File: src/rtl/ahb2apb_pkg.sv
// Shared encodings for the AHB-Lite to APB bridge.
package ahb2apb_pkg;

    localparam logic [2:0] ST_IDLE   = 3'd0;
    localparam logic [2:0] ST_LATCH  = 3'd1;
    localparam logic [2:0] ST_SETUP  = 3'd2;
    localparam logic [2:0] ST_ACCESS = 3'd3;
    localparam logic [2:0] ST_DONE   = 3'd4;
    localparam logic [2:0] ST_ERR1   = 3'd5;
    localparam logic [2:0] ST_ERR2   = 3'd6;

    typedef enum logic [2:0] {
        S_IDLE   = ST_IDLE,
        S_LATCH  = ST_LATCH,
        S_SETUP  = ST_SETUP,
        S_ACCESS = ST_ACCESS,
        S_DONE   = ST_DONE,
        S_ERR1   = ST_ERR1,
        S_ERR2   = ST_ERR2
    } state_t;

    localparam logic [1:0] HTRANS_IDLE   = 2'd0;
    localparam logic [1:0] HTRANS_BUSY   = 2'd1;
    localparam logic [1:0] HTRANS_NONSEQ = 2'd2;
    localparam logic [1:0] HTRANS_SEQ    = 2'd3;

    localparam logic [1:0] HRESP_OKAY  = 2'd0;
    localparam logic [1:0] HRESP_ERROR = 2'd1;

endpackage

File: src/rtl/ahb2apb_if.sv
// AHB-Lite slave side and APB master side of the bridge.
interface ahb2apb_if #(
    parameter int NUM_SLV = 4
);
    logic                   HSEL;
    logic [31:0]            HADDR;
    logic [1:0]             HTRANS;
    logic                   HWRITE;
    logic [2:0]             HSIZE;
    logic [31:0]            HWDATA;
    logic                   HREADY;
    logic                   HREADYOUT;
    logic [31:0]            HRDATA;
    logic [1:0]             HRESP;
    logic [31:0]            PADDR;
    logic [NUM_SLV-1:0]     PSEL;
    logic                   PENABLE;
    logic                   PWRITE;
    logic [31:0]            PWDATA;
    logic [NUM_SLV*32-1:0]  PRDATA_BUS;

    modport slave (
        input  HSEL, HADDR, HTRANS, HWRITE, HSIZE, HWDATA, HREADY,
        input  PRDATA_BUS,
        output HREADYOUT, HRDATA, HRESP,
        output PADDR, PSEL, PENABLE, PWRITE, PWDATA
    );

    modport master (
        output HSEL, HADDR, HTRANS, HWRITE, HSIZE, HWDATA, HREADY,
        output PRDATA_BUS,
        input  HREADYOUT, HRDATA, HRESP,
        input  PADDR, PSEL, PENABLE, PWRITE, PWDATA
    );
endinterface

File: src/rtl/ahb2apb_dec.sv
// Slave index decode: one-hot select, range flag, read-data mux.
module ahb2apb_dec #(
    parameter int NUM_SLV   = 4,
    parameter int SLV_IDX_W = 4
) (
    input  logic [SLV_IDX_W-1:0]   idx,
    input  logic [NUM_SLV*32-1:0]  prdata_bus,
    output logic [NUM_SLV-1:0]     sel,
    output logic                   in_range,
    output logic [31:0]            prdata
);

    always_comb begin
        sel      = '0;
        in_range = 1'b0;
        prdata   = '0;
        for (int i = 0; i < NUM_SLV; i++) begin
            if (idx == SLV_IDX_W'(i)) begin
                sel[i]   = 1'b1;
                in_range = 1'b1;
                prdata   = prdata_bus[32*i +: 32];
            end
        end
    end

endmodule

File: src/rtl/ahb2apb_bridge.sv
// AHB-Lite slave to APB master bridge; one SETUP+ACCESS per transfer.
module ahb2apb_bridge
    import ahb2apb_pkg::*;
#(
    parameter int NUM_SLV   = 4,
    parameter int SLV_LSB   = 12,
    parameter int SLV_IDX_W = 4
) (
    input  logic     PCLK,
    input  logic     PRST_N,
    ahb2apb_if.slave bus
);

    state_t                state;
    logic [31:0]           addr_q;
    logic                  write_q;
    logic [SLV_IDX_W-1:0]  idx_q;

    logic                  hready_q;
    logic [1:0]            hresp_q;
    logic [31:0]           hrdata_q;
    logic [31:0]           paddr_q;
    logic [NUM_SLV-1:0]    psel_q;
    logic                  penable_q;
    logic                  pwrite_q;
    logic [31:0]           pwdata_q;

    logic [SLV_IDX_W-1:0]  hidx;
    logic [SLV_IDX_W-1:0]  dec_idx;
    logic [NUM_SLV-1:0]    sel;
    logic                  in_range;
    logic [31:0]           prdata;
    logic                  accept;
    logic                  can_accept;
    logic                  unused_hsize;

    assign hidx   = bus.HADDR[SLV_LSB +: SLV_IDX_W];
    assign accept = bus.HSEL & bus.HREADY & bus.HTRANS[1];
    assign unused_hsize = ^bus.HSIZE;

    // Decode the live address while idle, the held index once in flight.
    assign can_accept = (state == S_IDLE) || (state == S_DONE) ||
                        (state == S_ERR2);
    assign dec_idx    = can_accept ? hidx : idx_q;

    ahb2apb_dec #(
        .NUM_SLV   (NUM_SLV),
        .SLV_IDX_W (SLV_IDX_W)
    ) u_dec (
        .idx        (dec_idx),
        .prdata_bus (bus.PRDATA_BUS),
        .sel        (sel),
        .in_range   (in_range),
        .prdata     (prdata)
    );

    always_ff @(posedge PCLK or negedge PRST_N) begin
        if (!PRST_N) begin
            state     <= S_IDLE;
            addr_q    <= '0;
            write_q   <= 1'b0;
            idx_q     <= '0;
            hready_q  <= 1'b1;
            hresp_q   <= HRESP_OKAY;
            hrdata_q  <= '0;
            paddr_q   <= '0;
            psel_q    <= '0;
            penable_q <= 1'b0;
            pwrite_q  <= 1'b0;
            pwdata_q  <= '0;
        end else begin
            unique case (state)
                S_IDLE, S_DONE, S_ERR2: begin
                    psel_q    <= '0;
                    penable_q <= 1'b0;
                    if (accept) begin
                        addr_q   <= bus.HADDR;
                        write_q  <= bus.HWRITE;
                        idx_q    <= hidx;
                        hready_q <= 1'b0;
                        if (in_range) begin
                            state   <= S_LATCH;
                            hresp_q <= HRESP_OKAY;
                        end else begin
                            state   <= S_ERR1;
                            hresp_q <= HRESP_ERROR;
                        end
                    end else begin
                        state    <= S_IDLE;
                        hready_q <= 1'b1;
                        hresp_q  <= HRESP_OKAY;
                    end
                end
                S_LATCH: begin
                    if (write_q) pwdata_q <= bus.HWDATA;
                    paddr_q  <= addr_q;
                    pwrite_q <= write_q;
                    psel_q   <= sel;
                    state    <= S_SETUP;
                end
                S_SETUP: begin
                    penable_q <= 1'b1;
                    state     <= S_ACCESS;
                end
                S_ACCESS: begin
                    psel_q    <= '0;
                    penable_q <= 1'b0;
                    hready_q  <= 1'b1;
                    if (!write_q) hrdata_q <= prdata;
                    state     <= S_DONE;
                end
                S_ERR1: begin
                    hready_q <= 1'b1;
                    state    <= S_ERR2;
                end
                default: begin
                    hready_q <= 1'b1;
                    hresp_q  <= HRESP_OKAY;
                    state    <= S_IDLE;
                end
            endcase
        end
    end

    assign bus.HREADYOUT = hready_q;
    assign bus.HRESP     = hresp_q;
    assign bus.HRDATA    = hrdata_q;
    assign bus.PADDR     = paddr_q;
    assign bus.PSEL      = psel_q;
    assign bus.PENABLE   = penable_q;
    assign bus.PWRITE    = pwrite_q;
    assign bus.PWDATA    = pwdata_q;

endmodule

File: src/flat_wrapper.sv
// flat-port wrapper written by rule: the top's interface ports become plain ports
module ahb2apb_bridge_flat import ahb2apb_pkg::*;
#(
    parameter int NUM_SLV   = 4,
    parameter int SLV_LSB   = 12,
    parameter int SLV_IDX_W = 4
)
  (PCLK, PRST_N, bus_HSEL, bus_HADDR, bus_HTRANS, bus_HWRITE, bus_HSIZE, bus_HWDATA, bus_HREADY, bus_PRDATA_BUS, bus_HREADYOUT, bus_HRDATA, bus_HRESP, bus_PADDR, bus_PSEL, bus_PENABLE, bus_PWRITE, bus_PWDATA);
  ahb2apb_if #(.NUM_SLV(NUM_SLV)) bus_i ();
  input  logic PCLK;
  input  logic PRST_N;
  input wire logic [$bits(bus_i.HSEL)-1:0] bus_HSEL;
  input wire logic [$bits(bus_i.HADDR)-1:0] bus_HADDR;
  input wire logic [$bits(bus_i.HTRANS)-1:0] bus_HTRANS;
  input wire logic [$bits(bus_i.HWRITE)-1:0] bus_HWRITE;
  input wire logic [$bits(bus_i.HSIZE)-1:0] bus_HSIZE;
  input wire logic [$bits(bus_i.HWDATA)-1:0] bus_HWDATA;
  input wire logic [$bits(bus_i.HREADY)-1:0] bus_HREADY;
  input wire logic [$bits(bus_i.PRDATA_BUS)-1:0] bus_PRDATA_BUS;
  output wire logic [$bits(bus_i.HREADYOUT)-1:0] bus_HREADYOUT;
  output wire logic [$bits(bus_i.HRDATA)-1:0] bus_HRDATA;
  output wire logic [$bits(bus_i.HRESP)-1:0] bus_HRESP;
  output wire logic [$bits(bus_i.PADDR)-1:0] bus_PADDR;
  output wire logic [$bits(bus_i.PSEL)-1:0] bus_PSEL;
  output wire logic [$bits(bus_i.PENABLE)-1:0] bus_PENABLE;
  output wire logic [$bits(bus_i.PWRITE)-1:0] bus_PWRITE;
  output wire logic [$bits(bus_i.PWDATA)-1:0] bus_PWDATA;
  assign bus_i.HSEL = bus_HSEL;
  assign bus_i.HADDR = bus_HADDR;
  assign bus_i.HTRANS = bus_HTRANS;
  assign bus_i.HWRITE = bus_HWRITE;
  assign bus_i.HSIZE = bus_HSIZE;
  assign bus_i.HWDATA = bus_HWDATA;
  assign bus_i.HREADY = bus_HREADY;
  assign bus_i.PRDATA_BUS = bus_PRDATA_BUS;
  assign bus_HREADYOUT = bus_i.HREADYOUT;
  assign bus_HRDATA = bus_i.HRDATA;
  assign bus_HRESP = bus_i.HRESP;
  assign bus_PADDR = bus_i.PADDR;
  assign bus_PSEL = bus_i.PSEL;
  assign bus_PENABLE = bus_i.PENABLE;
  assign bus_PWRITE = bus_i.PWRITE;
  assign bus_PWDATA = bus_i.PWDATA;
  ahb2apb_bridge #(.NUM_SLV(NUM_SLV), .SLV_LSB(SLV_LSB), .SLV_IDX_W(SLV_IDX_W)) u_core (.PCLK(PCLK), .PRST_N(PRST_N), .bus(bus_i));
endmodule
File: config.mk
export PLATFORM = sky130hd
export DESIGN_NAME = ahb2apb_bridge_flat
export DESIGN_NICKNAME = d
export VERILOG_FILES = /design/src/rtl/ahb2apb_pkg.sv /design/src/rtl/ahb2apb_if.sv /design/src/rtl/ahb2apb_dec.sv /design/src/rtl/ahb2apb_bridge.sv /design/src/flat_wrapper.sv
export SDC_FILE = /design/constraint.sdc
export NUM_CORES = 1
export LEC_CHECK = 0
export ABC_AREA = 1
export CAP_MARGIN = 20
export CORE_MARGIN = 2
export CORE_UTILIZATION = 42
export DETAILED_ROUTE_END_ITERATION = 6
export PLACE_DENSITY = 0.83
export SYNTH_ARGS = -nofsm -noshare
export SYNTH_HDL_FRONTEND = slang
export SYNTH_SLANG_ARGS = --single-unit
File: constraint.sdc
create_clock -name PCLK -period 1.9 [get_ports PCLK]
set_input_delay 0.38 -clock PCLK [delete_from_list [all_inputs] [get_ports PCLK]]
set_output_delay 0.38 -clock PCLK [all_outputs]
set_load 0.02 [all_outputs]
# After elaboration in Yosys (flattened, before gate mapping)
# Cells that the tools add are included.
totals:
  out_inout_bits: 105
  register_bits: 145
  input_bits: 202
op_classes:
  n_bitwise: 3
  muxes: 22
  n_reduce_logical: 13
  n_eq_ne: 9
op_table:
  columns: ["cell", "count"]
  rows:
  - ["$mux W32", 4]
  - ["$pmux W3 S5", 1]
  - ["$mux W1", 10]
  - ["$eq A3 B3 Y1 const B", 3]
  - ["$eq A4 B2 Y1 const B", 2]
  - ["$pmux W4 S2", 1]
  - ["$reduce_or A4 Y1", 2]
  - ["$eq A3 B2 Y1 const B", 2]
  - ["$mux W3", 2]
  - ["$reduce_and A2 Y1", 3]
  - ["$eq A4 B1 Y1 const B", 1]
  - ["$logic_not A4 Y1", 1]
  - ["$mux W4", 1]
  - ["$pmux W1 S2", 2]
  - ["$pmux W2 S2", 1]
  - ["$reduce_bool A2 Y1", 2]
  - ["$eq A3 B1 Y1 const B", 1]
  - ["$logic_not A3 Y1", 1]
  - ["$reduce_or A3 Y1", 1]
  - ["$and A1 B1 Y1", 2]
  - ["$logic_or A1 B1 Y1", 2]
  - ["$reduce_or A2 Y1", 1]
  - ["$not A1 Y1", 1]

# Logic depth before layout (Yosys ltp)
depth:
  depth_word: 12
  ltp_mapped: 11

# By module
# From an unflattened synthesis, not the netlist that was laid out.
hier_totals:
  cells_unflattened: 813
  area_unflattened_um2: 6502.5
modules_own_cells:
  columns: ["mod", "n_inst", "area_each_um2", "cells_each"]
  rows:
  - ["ahb2apb_bridge", 1, 5447.7, 614]
  - ["ahb2apb_dec", 1, 1054.8, 199]

# Worst setup path before layout
# OpenSTA, ideal clock, no wires.
synth_path:
  path_type: "register to register"
  from: "reg u_core.state[2]"
  to: "reg u_core.hrdata_q[10] (netlist: u_core.bus.HRDATA[10])"
  setup_time_ns: 0.117
  stages_incl_launch_ff: 12
  n_path_buf: 1
  arrival_ns: 1.472
  setup_slack_ns: 0.311
  synth_period_minus_slack_ns: 1.589
  path_cell_list: "dfrtp_1 -> inv_2 -> nand2_4 -> nand2_4 -> nand3_2 -> nand2_2 -> nand2_1 -> nor2_4 -> buf_2 -> a21oi_1 -> nand2_1 -> nand2_1"
synth_between:
  elab_chain_cells: 9
  elab_cells_between_ends: 16
  cone_classes: "eq/ne: 6; mux: 5; reduce/logical: 5"
synth_lines:
  columns: ["item", "line_no", "text"]
  rows:
  - ["start: declaration", "ahb2apb_bridge.sv:14", "state_t state;"]
  - ["start signal: assignment", "ahb2apb_bridge.sv:59", "state <= S_IDLE;"]
  - ["start signal: assignment", "ahb2apb_bridge.sv:82", "state <= S_LATCH;"]
  - ["start signal: assignment", "ahb2apb_bridge.sv:85", "state <= S_ERR1;"]
  - ["$eq A3 B3 Y1 or $logic_not A3 Y1 (tied branches)", "ahb2apb_bridge.sv:42", "assign can_accept = (state == S_IDLE) || (state == S_DONE) ||"]
  - ["$logic_or A1 B1 Y1 (2 in a row)", "ahb2apb_bridge.sv:42", null]
  - ["$mux W4", "ahb2apb_bridge.sv:44", "assign dec_idx = can_accept ? hidx : idx_q;"]
  - ["$logic_not A4 Y1", "ahb2apb_dec.sv:18", "if (idx == SLV_IDX_W'(i)) begin"]
  - ["$mux W32 (4 in a row)", "ahb2apb_dec.sv:18", null]
  - ["end signal: assignment", "ahb2apb_bridge.sv:109", "if (!write_q) hrdata_q <= prdata;"]
  - ["end: declaration", "ahb2apb_bridge.sv:21", "logic [31:0] hrdata_q;"]
# Several ways; a longest one is shown, not always the timed one.
# A chain may end at the register's enable or synchronous reset.

# Final worst setup path
layout_path:
  from: "reg u_core.hrdata_q[19] (netlist: u_core.bus.HRDATA[19])"
  to: "out bus_HRDATA[19]"
layout_rtl:
  columns: ["item", "line_no", "text"]
  rows:
  - ["end: declaration", "flat_wrapper.sv:21", "output wire logic [$bits(bus_i.HRDATA)-1:0] bus_HRDATA;"]
# No word-level cell between the ends.

==> out/qor.csv <==
stage,metric,value,unit
timing,fin_skew,12.05,ps
cells_and_area,fillers,1228,
critical_path,crit_cells,1,
floorplan,die_area,16860,µm²
grt,gr-total-overflow,0,
detailed_routing,finalWirelength,21640,µm
cells_and_area,final_common_cell,clkdlybuf4s50_1,
cells_and_area,final_nets,1249,
cells_and_area,antenna_cells,0,
yosys,synth_area,6651,µm²
power_and_ir_drop,cellPowerDensity,1639,nW/µm²
floorplan,core-area,15660,µm²
floorplan,start_util,42.49,%
critical_path,cp_max_fo,2,
timing,hold_ws,412.8,ps
critical_path,cp_num_buf_inv,1,
placement,post-place-ws,-96.83,ps
cells_and_area,final_cells,1275,
cts,clockBufferDepth,2,
critical_path,cpPeakStageDelay,670,ps
timing,setup_viol,0,
cts,cts-root-buf,clkbuf_16,
yosys,netlist_instances,753,
placement,port_buffers,301,
cts,htreeDepth,4,
yosys,synth.distinct_cells,29,
cts,clock_latency,420,ps
timing,hold_viol_final,0,
yosys,synth_fp_nets,955,
detailed_routing,post-route-drc-count,0,
yosys,synth-seq-cells,140,
job,cap_violations,0,
critical_path,end_kind,output port,
floorplan,die_y,129.8,µm
grt,grt_usage,24.08,%
critical_path,reg2reg_slack,100,ps
detailed_routing,drtAntennaViolNets,0,
cells_and_area,multi_input_area,2604,µm²
floorplan,row_count,46,
placement,place_inst,1236,
critical_path,timing.rr.start,u_core.state[1],
cells_and_area,layout_common_cells,"clkdlybuf4s50_1, nand2_1, dfrtp_1, nand4_1, inv_1",
detailed_routing,wl_per_cell,16.97,µm
cts,numCtsBuffers,17,
yosys,seq_area_frac_synth,52.69,%
cts,clkSinkCount,140,
detailed_routing,first_pass_iters,5,
yosys,avgSynthCellArea,8.833,µm²
cts,cts_tree,yes,
floorplan,ios,307,
cells_and_area,seq_area,3506,µm²
floorplan,die_x,129.8,µm
placement,place_congestion,0.8204,
critical_path,crit_required,1520,ps
grt,grt_max_degree,65,
critical_path,arrival,1450,ps
grt,antenna_found_initial,0,
power_and_ir_drop,vdd.ir_drop.worst,0.0009497,V
critical_path,crit_slowest_cell,clkdlybuf4s50_1,
timing,post-route-min-period,1833,ps
placement,hpwl,14740,µm
detailed_routing,routed_via_density,5.096,
cells_and_area,drive_gt1_share,9.443,%
power_and_ir_drop,p_leak,4.907,nW
power_and_ir_drop,total_power,17.54,mW
detailed_routing,drt-initial-drc-count,346,
cells_and_area,area_growth,60.91,%
grt,grt_pass1_vias,6240,
hold_path,hold_class,in -> async,
status,status,completed,
cts,cts.clk_slew.worst_paths,60,ps
critical_path,reg2regPathDepth,10,
critical_path,critical_path_class,reg -> out,
critical_path,cp-start-kind,register,
critical_path,crit_chain,clkdlybuf4s50_1,
critical_path,crit_family,buffers and inverters,
grt,grt_pass1_wl,31430,µm
timing,fin_ws,66.65,ps
detailed_routing,vias,6498,
timing,fin_crit_sh,96.49,%
timing,drv_slew,0,
critical_path,r2r-end,u_core.bus.HRDATA[28],
timing,max_freq,545.5,MHz
yosys,yosysWarnings,0,
## cell families after synthesis
family	after synthesis	synth area share [%]
AOI/OAI and AO/OA	116	10.14
buffers and inverters	126	8.446
DFF	140	52.69
muxes	32	5.418
other	1	0.05638
and+or+nand+nor	338	23.25
## registers in the layout, indices dropped and copies added, names as in the netlist, 3 cells and up
register and flops:
u_core.bus.HRDATA 32, u_core.bus.PADDR 32, u_core.idx_q 3, u_core.addr_q 29
u_core.bus.PSEL 4, u_core.state 3, u_core.bus.PWDATA 32
## per-layer routing
metal | vias up | share of wire, % | GRT usage, %
li1 | 3110 | - | -
met1 | 3087 | 39 | 27.62
met2 | 263 | 49 | 41.82
met3 | 38 | 9.1 | 8.364
met4 | 0 | 2.2 | 8.665
met5 | - | 0 | 0
## what timing repair did
item | in CTS | in global routing
endpoints found under the setup margin | 1 | 32
hold buffers | 1 | 0
pin swaps | 0 | 3
cloned | 0 | 3
hold endpoints to repair | 31 | 0
setup buffers | 0 | 4
gates resized for setup | 1 | 8
## cells in the mapped netlist
cell      count  share of area, %
inv_1        66               3.7
o21ai_0      50               3.8
clkbuf_2      1             0.075
nand3_1      37               2.8
nand4_2       2              0.38
inv_2         3              0.17
nand2_1     222                13
o31ai_1       1              0.11
mux2_1       13               2.2
buf_2        25               1.9
conb_1        1             0.056
buf_4         3              0.34
clkbuf_1     19               1.1
nor2_1        1             0.056
o211ai_1     32               3.6
nand4_1      67               6.3
mux2_2       19               3.2
nand3_2       1              0.15
nand2_4       2              0.34
or2_1         1             0.094
buf_1         3              0.17
a21oi_1      32               2.4
dfrtp_1     139                52
nand2_2       2              0.19
dfstp_2       1              0.40
nor2_4        2              0.34
nor2_2        1             0.094
o21ai_4       1              0.24
buf_6         6               1.0
## report_power, final
part           leakage (nW)  switching [mW]  internal (mW)
registers              1.74           0.712           4.34
clock network         0.303            1.32           2.15
logic                  2.87            5.11           3.90
## stage by stage
stage	instance area, µm²	util [%]	setup TNS [ps]
6_report	10700	68.37	0
5_1_grt	10700	68.37	-1.287
4_1_cts	10570	67.52	0
3_5_place_dp	9946	63.53	-2444
3_3_place_gp	9946	63.53	-1460
2_1_floorplan	6651	-	0
## worst max path at each step
stage                             to                  start
2_1_floorplan  u_core.bus.HRDATA[10]        u_core.state[2]
3_3_place_gp   u_core.bus.HRDATA[21]          bus_HADDR[13]
3_5_place_dp   u_core.bus.HRDATA[19]          bus_HADDR[15]
4_1_cts         u_core.bus.HRDATA[4]        u_core.state[0]
5_1_grt        u_core.bus.HRDATA[28]        u_core.state[0]
6_report              bus_HRDATA[19]  u_core.bus.HRDATA[19]
## area by class of cell
type	instances	area share [%]
Clock inverter	11	1.485
Sequential cell	140	32.76
Tap cell	216	2.525
Inverter	69	2.420
Timing Repair Buffer	332	32.22
Multi-Input combinational cell	487	24.33
Clock buffer	20	4.267
Power figures use the tool's default switching activity.
